File: src/rtl/instr_fetch.sv
// -----------------------------------------------------------------------------
// instr_fetch
//   Instruction fetch front end. It issues one word fetch at a time to the
//   instruction memory and buffers returned words in a 2-entry FIFO of
//   {pc, instr}. It presents the FIFO head to decode and inserts a NOP bubble
//   when the FIFO is empty. A downstream redirect flushes the buffer and
//   restarts fetching at redirect_pc. A response that is still in flight when
//   a redirect arrives is killed.
//
// Parameters
//   RESET_PC        first fetch address after reset
//   NOP_INSTR       instruction word shown while no valid instruction is held
//
// Ports
//   clk             clock; all state changes on the rising edge
//   rst_n           synchronous active-low reset
//   stall           decode is not consuming; hold the presented instruction
//   redirect_valid  taken branch/jump; flush the buffer and refetch
//   redirect_pc     new fetch address, used as given
//   imem_req_valid  fetch request to instruction memory
//   imem_req_ready  memory accepts the request this cycle
//   imem_addr       request address (current fetch pc)
//   imem_resp_valid response word valid this cycle
//   imem_resp_data  returned instruction word
//   instr           instruction to decode
//   instr_pc        pc of instr (fetch pc while bubbling)
//   bubble          instr is not a real instruction
// -----------------------------------------------------------------------------
module instr_fetch #(
    parameter logic [31:0] RESET_PC  = 32'h0000_2000,
    parameter logic [31:0] NOP_INSTR = 32'h0000_0013
) (
    input  logic        clk,
    input  logic        rst_n,
    input  logic        stall,
    input  logic        redirect_valid,
    input  logic [31:0] redirect_pc,
    output logic        imem_req_valid,
    input  logic        imem_req_ready,
    output logic [31:0] imem_addr,
    input  logic        imem_resp_valid,
    input  logic [31:0] imem_resp_data,
    output logic [31:0] instr,
    output logic [31:0] instr_pc,
    output logic        bubble
);

    // WAIT: one request outstanding, its data is wanted.
    // WAIT_KILL: one request outstanding, its data must be dropped.
    typedef enum logic [1:0] {
        IDLE      = 2'd0,
        WAIT      = 2'd1,
        WAIT_KILL = 2'd2
    } state_e;

    state_e      state_q, state_d;
    logic [31:0] fetch_pc_q, fetch_pc_d;
    logic [31:0] req_pc_q, req_pc_d;
    logic [1:0]  count_q, count_d;
    logic        head_q, head_d;
    logic [31:0] fifo_pc_q    [2];
    logic [31:0] fifo_instr_q [2];

    logic        req_fire_s;
    logic        resp_push_s;
    logic        pop_s;
    logic        wr_idx_s;

    assign req_fire_s  = imem_req_valid & imem_req_ready;
    // A redirect in the same cycle as the response discards that response.
    assign resp_push_s = (state_q == WAIT) & imem_resp_valid & ~redirect_valid;
    assign pop_s       = (count_q != 2'd0) & ~stall & ~redirect_valid;
    // A push only ever happens with count <= 1, so the tail is head + count[0].
    assign wr_idx_s    = head_q ^ count_q[0];

    // State register
    always_ff @(posedge clk) begin
        if (!rst_n) begin
            state_q <= IDLE;
        end else begin
            state_q <= state_d;
        end
    end

    // Next-state logic
    always_comb begin
        state_d = state_q;
        if (redirect_valid) begin
            // A request still in flight must have its data killed; if the
            // response lands in this very cycle there is nothing left to kill.
            if ((state_q != IDLE) && !imem_resp_valid) begin
                state_d = WAIT_KILL;
            end else begin
                state_d = IDLE;
            end
        end else begin
            case (state_q)
                IDLE: begin
                    if (req_fire_s) begin
                        state_d = WAIT;
                    end else begin
                        state_d = IDLE;
                    end
                end
                WAIT, WAIT_KILL: begin
                    if (imem_resp_valid) begin
                        state_d = IDLE;
                    end else begin
                        state_d = state_q;
                    end
                end
                default: state_d = IDLE;
            endcase
        end
    end

    // Output logic: request handshake and presented instruction
    always_comb begin
        imem_req_valid = rst_n & (state_q == IDLE) & (count_q != 2'd2) & ~redirect_valid;
        imem_addr      = fetch_pc_q;
        if (!rst_n) begin
            instr    = NOP_INSTR;
            instr_pc = RESET_PC;
            bubble   = 1'b1;
        end else if (count_q == 2'd0) begin
            instr    = NOP_INSTR;
            instr_pc = fetch_pc_q;
            bubble   = 1'b1;
        end else begin
            instr    = fifo_instr_q[head_q];
            instr_pc = fifo_pc_q[head_q];
            bubble   = 1'b0;
        end
    end

    // Datapath next-state: fetch pc, outstanding request pc, FIFO occupancy
    always_comb begin
        fetch_pc_d = fetch_pc_q;
        req_pc_d   = req_pc_q;
        count_d    = count_q;
        head_d     = head_q;
        if (redirect_valid) begin
            fetch_pc_d = redirect_pc;
            count_d    = 2'd0;
            head_d     = 1'b0;
        end else begin
            if (req_fire_s) begin
                fetch_pc_d = fetch_pc_q + 32'd4;
                req_pc_d   = fetch_pc_q;
            end else begin
                fetch_pc_d = fetch_pc_q;
            end
            case ({resp_push_s, pop_s})
                2'b10:   count_d = count_q + 2'd1;
                2'b01:   count_d = count_q - 2'd1;
                default: count_d = count_q;
            endcase
            if (pop_s) begin
                head_d = ~head_q;
            end else begin
                head_d = head_q;
            end
        end
    end

    // Datapath registers
    always_ff @(posedge clk) begin
        if (!rst_n) begin
            fetch_pc_q <= RESET_PC;
            req_pc_q   <= RESET_PC;
            count_q    <= 2'd0;
            head_q     <= 1'b0;
        end else begin
            fetch_pc_q <= fetch_pc_d;
            req_pc_q   <= req_pc_d;
            count_q    <= count_d;
            head_q     <= head_d;
        end
    end

    // FIFO storage; contents are only meaningful below count_q, so no reset
    always_ff @(posedge clk) begin
        if (resp_push_s) begin
            fifo_pc_q[wr_idx_s]    <= req_pc_q;
            fifo_instr_q[wr_idx_s] <= imem_resp_data;
        end else begin
            fifo_pc_q[wr_idx_s]    <= fifo_pc_q[wr_idx_s];
            fifo_instr_q[wr_idx_s] <= fifo_instr_q[wr_idx_s];
        end
    end

endmodule

File: config.mk
export PLATFORM = sky130hd
export DESIGN_NAME = instr_fetch
export DESIGN_NICKNAME = d
export VERILOG_FILES = /design/src/rtl/instr_fetch.sv
export SDC_FILE = /design/constraint.sdc
export NUM_CORES = 1
export LEC_CHECK = 0
export BUFFER_PORTS_ARGS = -buffer_cell sky130_fd_sc_hd__buf_4
export CORE_MARGIN = 4
export CORE_UTILIZATION = 45
export DETAILED_ROUTE_END_ITERATION = 10
export GPL_ROUTABILITY_DRIVEN = 0
export PLACE_DENSITY_LB_ADDON = 0.05
export RECOVER_POWER = 25
export SLEW_MARGIN = 25
export SYNTH_ARGS = -nofsm -noshare
export SYNTH_HDL_FRONTEND = slang
export SYNTH_SLANG_ARGS = --single-unit
File: constraint.sdc
create_clock -name clk -period 11.7 [get_ports clk]
set_input_delay 2.34 -clock clk [delete_from_list [all_inputs] [get_ports clk]]
set_output_delay 2.34 -clock clk [all_outputs]
set_load 0.02 [all_outputs]
==> flow_summary.rst <==
.. list-table::
   :header-rows: 1

   * - Metric
     - Value
   * - Outcome
     - finished clean
   * - Initial standard-cell utilization of the core
     - 0.459
   * - Final global-route overflow total
     - 0
   * - Fraction of registers with async set or reset after synthesis
     - 0
   * - Antenna cell count
     - 0
   * - Layout Area Growth over Synthesis
     - 24.6%
   * - Initial antenna violation count
     - 0
   * - Worst min-delay path endpoint
     - fifo_pc_q[1][16]$_DFFE_PP_
   * - Worst EP arrival
     - 4.16 ns
   * - # hold bufs at CTS
     - 0
   * - Vias per inst
     - 5.50
   * - Total placed cells including tap cells
     - 1092
   * - Cell area after layout
     - 0.0103 mm^2
   * - Net count of the mapped netlist
     - 812
   * - Number of design-rule violations left by the first detailed-router iteration
     - 513
   * - Flip-flop and latch count after synthesis
     - 198
   * - R2R cell count
     - 6
   * - CTS tree
     - done
   * - Leakage component of the power
     - 3.56 nW
   * - Clock tree skew after final layout
     - 0.00665 ns
   * - Routed length per instance
     - 18.3 um
   * - RSZ-0062 raised after global routing
     - no
   * - Number of remaining DRC errors
     - 0
   * - Worst setup path category
     - in2out
   * - Count of clock tree sinks
     - 198
   * - Number of buffers on the longest clock path
     - 2
   * - First-pass DRT Iterations
     - 5
   * - Port buffer count
     - 167
   * - Number of maximum-capacitance violations
     - 0
   * - Post-Syn Area
     - 0.00824 mm^2
   * - Worst slew margin
     - 0.358
   * - Post CTS Setup Buffer Count
     - 0
   * - Met2 Resource Use GR
     - 0.346
   * - Die Height
     - 143 um
   * - Top Ports
     - 168
   * - Leading cell type in the layout, fill and taps excluded
     - sky130_fd_sc_hd__buf_4
   * - Count of mapped cells out of synthesis
     - 738
   * - Mean cell area of the mapped netlist
     - 11.2 um^2
   * - Maximum VDD drop
     - 0.0987 mV
   * - Die area
     - 0.0205 mm^2
   * - Cell area after placement
     - 0.00968 mm^2
   * - Met3 track demand over resource
     - 0.0346
   * - Fraction of the cycle the final worst path needs
     - 0.555
   * - Cell Count, Final, Fillers Out
     - 1124
   * - Count of final hold-check violations
     - 0
   * - Kind of start point of the critical path
     - input port
   * - Number of max-slew violations in the final report
     - 0
   * - Clock tree root buffer cell
     - sky130_fd_sc_hd__clkbuf_16
   * - Net count, final
     - 956
   * - Maximum clock frequency
     - 154 MHz
   * - Count of flip-flops with a built-in enable after synthesis
     - 128
   * - Minimum period implied by the final worst setup slack
     - 6.50 ns
   * - Number of placement rows
     - 49
   * - Maximum number of pins on one net before global-route repair
     - 66
   * - Count of final setup violators
     - 0
   * - Worst reg2reg startpoint
     - count_q[0]$_SDFFE_PP0P_
   * - HPWL after detailed placement
     - 13100 um
   * - Distinct cell type count after synthesis
     - 48
   * - Number of buffers created by CTS
     - 17
   * - Primary FF master, synth
     - sky130_fd_sc_hd__edfxtp_1
   * - Commonest cells after routing, fill and taps aside
     - sky130_fd_sc_hd__buf_4 (153), sky130_fd_sc_hd__nand2_1 (130), sky130_fd_sc_hd__edfxtp_1 (128), sky130_fd_sc_hd__dfxtp_1 (69), sky130_fd_sc_hd__mux2i_1 (62)
   * - Vias after detailed routing
     - 6187
   * - Total of warnings raised by yosys
     - 0
   * - Worst setup EP type
     - output pin
   * - Via count of the first global-routing pass
     - 6118
   * - H-tree lvl count
     - 4
   * - R2r setup slk
     - 8.84 ns
   * - Standard cell core area
     - 0.0180 mm^2
   * - Classification of the worst-slack hold path
     - reg2reg
   * - Data required time at the worst endpoint
     - 9.36 ns
   * - Areal power density over the cells
     - 141 mW/mm^2
   * - Hold Crit Start
     - req_pc_q[16]$_SDFFE_PN0P_
   * - Worst hold path depth
     - 0
   * - Clock-pin slew of the registers on the worst-case setup and hold paths
     - 0.06 ns
   * - Horiz. Die Dim
     - 143 um
   * - Fillers
     - 1572
   * - GR Layer Usage met1
     - 0.263
   * - Global route hottest layer
     - met2
   * - Wire length of the first global-routing pass
     - 32100 um
   * - Proportion of synthesized chip area in sequential cells
     - 0.637
   * - Tightest Pin Transition
     - 0.963 ns
   * - Clock latency on the worst-skew pair
     - 0.43 ns
   * - Wirelength, routed
     - 20600 um
   * - Critical path fanouts, max
     - 20
   * - Layout cell share with drive strength beyond 1
     - 0.245
   * - Number of resized instances in the post-cts repair step
     - 0
   * - Post-route antenna net violation count
     - 0
   * - Terminus of the critical flop-to-flop path
     - imem_addr[25]$_SDFFE_PN0P_
   * - All-layer global routing usage
     - 0.201
   * - Total negative slack for setup checks
     - 0 ns
[cells by family (layout without fill, tap and decap cells)]
group / after synthesis / after routing / share of synthesized area
muxes: 69 / 69 / 0.0854
xor gates and xnor gates: 7 / 7 / 0.00744
adders and majority gates: 4 / 4 / 0.00608
buffers and inverters: 62 / 219 / 0.0292
DFF: 198 / 198 / 0.637
AOI/OAI and AO/OA: 138 / 138 / 0.0960
and+or+nand+nor: 260 / 260 / 0.139
[cell type report]
type / instances / area (um^2) / area share
Clock buffer: 21 / 482 / 0.0469
Clock inverter: 11 / 111 / 0.0109
Inverter: 12 / 45.0 / 0.00439
Multi-Input combinational cell: 478 / 2790 / 0.272
Sequential cell: 198 / 5250 / 0.511
Tap cell: 229 / 287 / 0.0279
Timing Repair Buffer: 175 / 1300 / 0.127
[cell usage after synthesis (5+ instances only)]
library cell	number	share of area
sky130_fd_sc_hd__dfxtp_1	70	0.17
sky130_fd_sc_hd__buf_2	6	0.0036
sky130_fd_sc_hd__edfxtp_1	128	0.47
sky130_fd_sc_hd__nor2_1	57	0.026
sky130_fd_sc_hd__clkbuf_1	39	0.018
sky130_fd_sc_hd__mux2_2	5	0.0068
sky130_fd_sc_hd__nand2_1	130	0.059
sky130_fd_sc_hd__nor2b_1	6	0.0046
sky130_fd_sc_hd__nand4_1	15	0.011
sky130_fd_sc_hd__a31oi_1	9	0.0068
sky130_fd_sc_hd__o21ai_0	49	0.030
sky130_fd_sc_hd__buf_1	5	0.0023
sky130_fd_sc_hd__inv_1	11	0.0050
sky130_fd_sc_hd__nand3_1	12	0.0073
sky130_fd_sc_hd__a21oi_1	53	0.032
sky130_fd_sc_hd__nor3_1	12	0.0073
sky130_fd_sc_hd__or3_1	6	0.0046
sky130_fd_sc_hd__mux2i_1	62	0.075
sky130_fd_sc_hd__nor4_1	8	0.0061
[critical path: stages]
cell                      delay (ns)
sky130_fd_sc_hd__buf_4          0.21
sky130_fd_sc_hd__inv_2          0.06
sky130_fd_sc_hd__nor3_2         0.69
sky130_fd_sc_hd__buf_4          0.44
sky130_fd_sc_hd__nand2_1        0.09
sky130_fd_sc_hd__o21ai_0        0.11
sky130_fd_sc_hd__buf_4          0.19
[worst max path at each step]
stage | start | end | slack, ns
after floorplan | redirect_valid | fifo_instr_q[1][0]$_DFFE_PP_ | 5.51
after global placement | rst_n | instr_pc[17] | 5.32
after detailed placement | rst_n | instr_pc[22] | 5.23
after CTS | rst_n | instr_pc[22] | 5.22
after global routing | rst_n | instr_pc[17] | 5.04
final | rst_n | instr_pc[22] | 5.20
[layer usage]
metal  vias to the layer above  share of wire
li1                       2964              -
met1                      2992           0.43
met2                       210           0.50
met3                        21          0.061
met4                         0          0.011
met5                         -              0
[registers in the layout, indices dropped and copies added, names as in the netlist, named ones only]
name and count:
imem_addr 32, state_q 2, req_pc_q 32, count_q 2, head_q 1, fifo_instr_q 64
fifo_pc_q 64
[stage by stage]
stage               setup WS [ns]  hold slack [ns]   util  power, mW
CTS                          5.22            0.455  0.572       1.46
global route                 5.04            0.463  0.571       1.49
finish                       5.20            0.455  0.571       1.44
floorplan                    5.51            0.425      -      0.825
global placement             5.32            0.428  0.539      0.878
detailed placement           5.23            0.438  0.539      0.881
[power by group]
part / total [mW] / leakage, nW / switching [mW] / internal, mW
clock: 0.580 / 0.288 / 0.257 / 0.322
combinational: 0.0963 / 1.58 / 0.0552 / 0.0411
sequential: 0.768 / 1.70 / 0.0178 / 0.750
total: 1.44 / 3.56 / 0.330 / 1.11
Note: power is estimated with default switching activity, not from simulation.
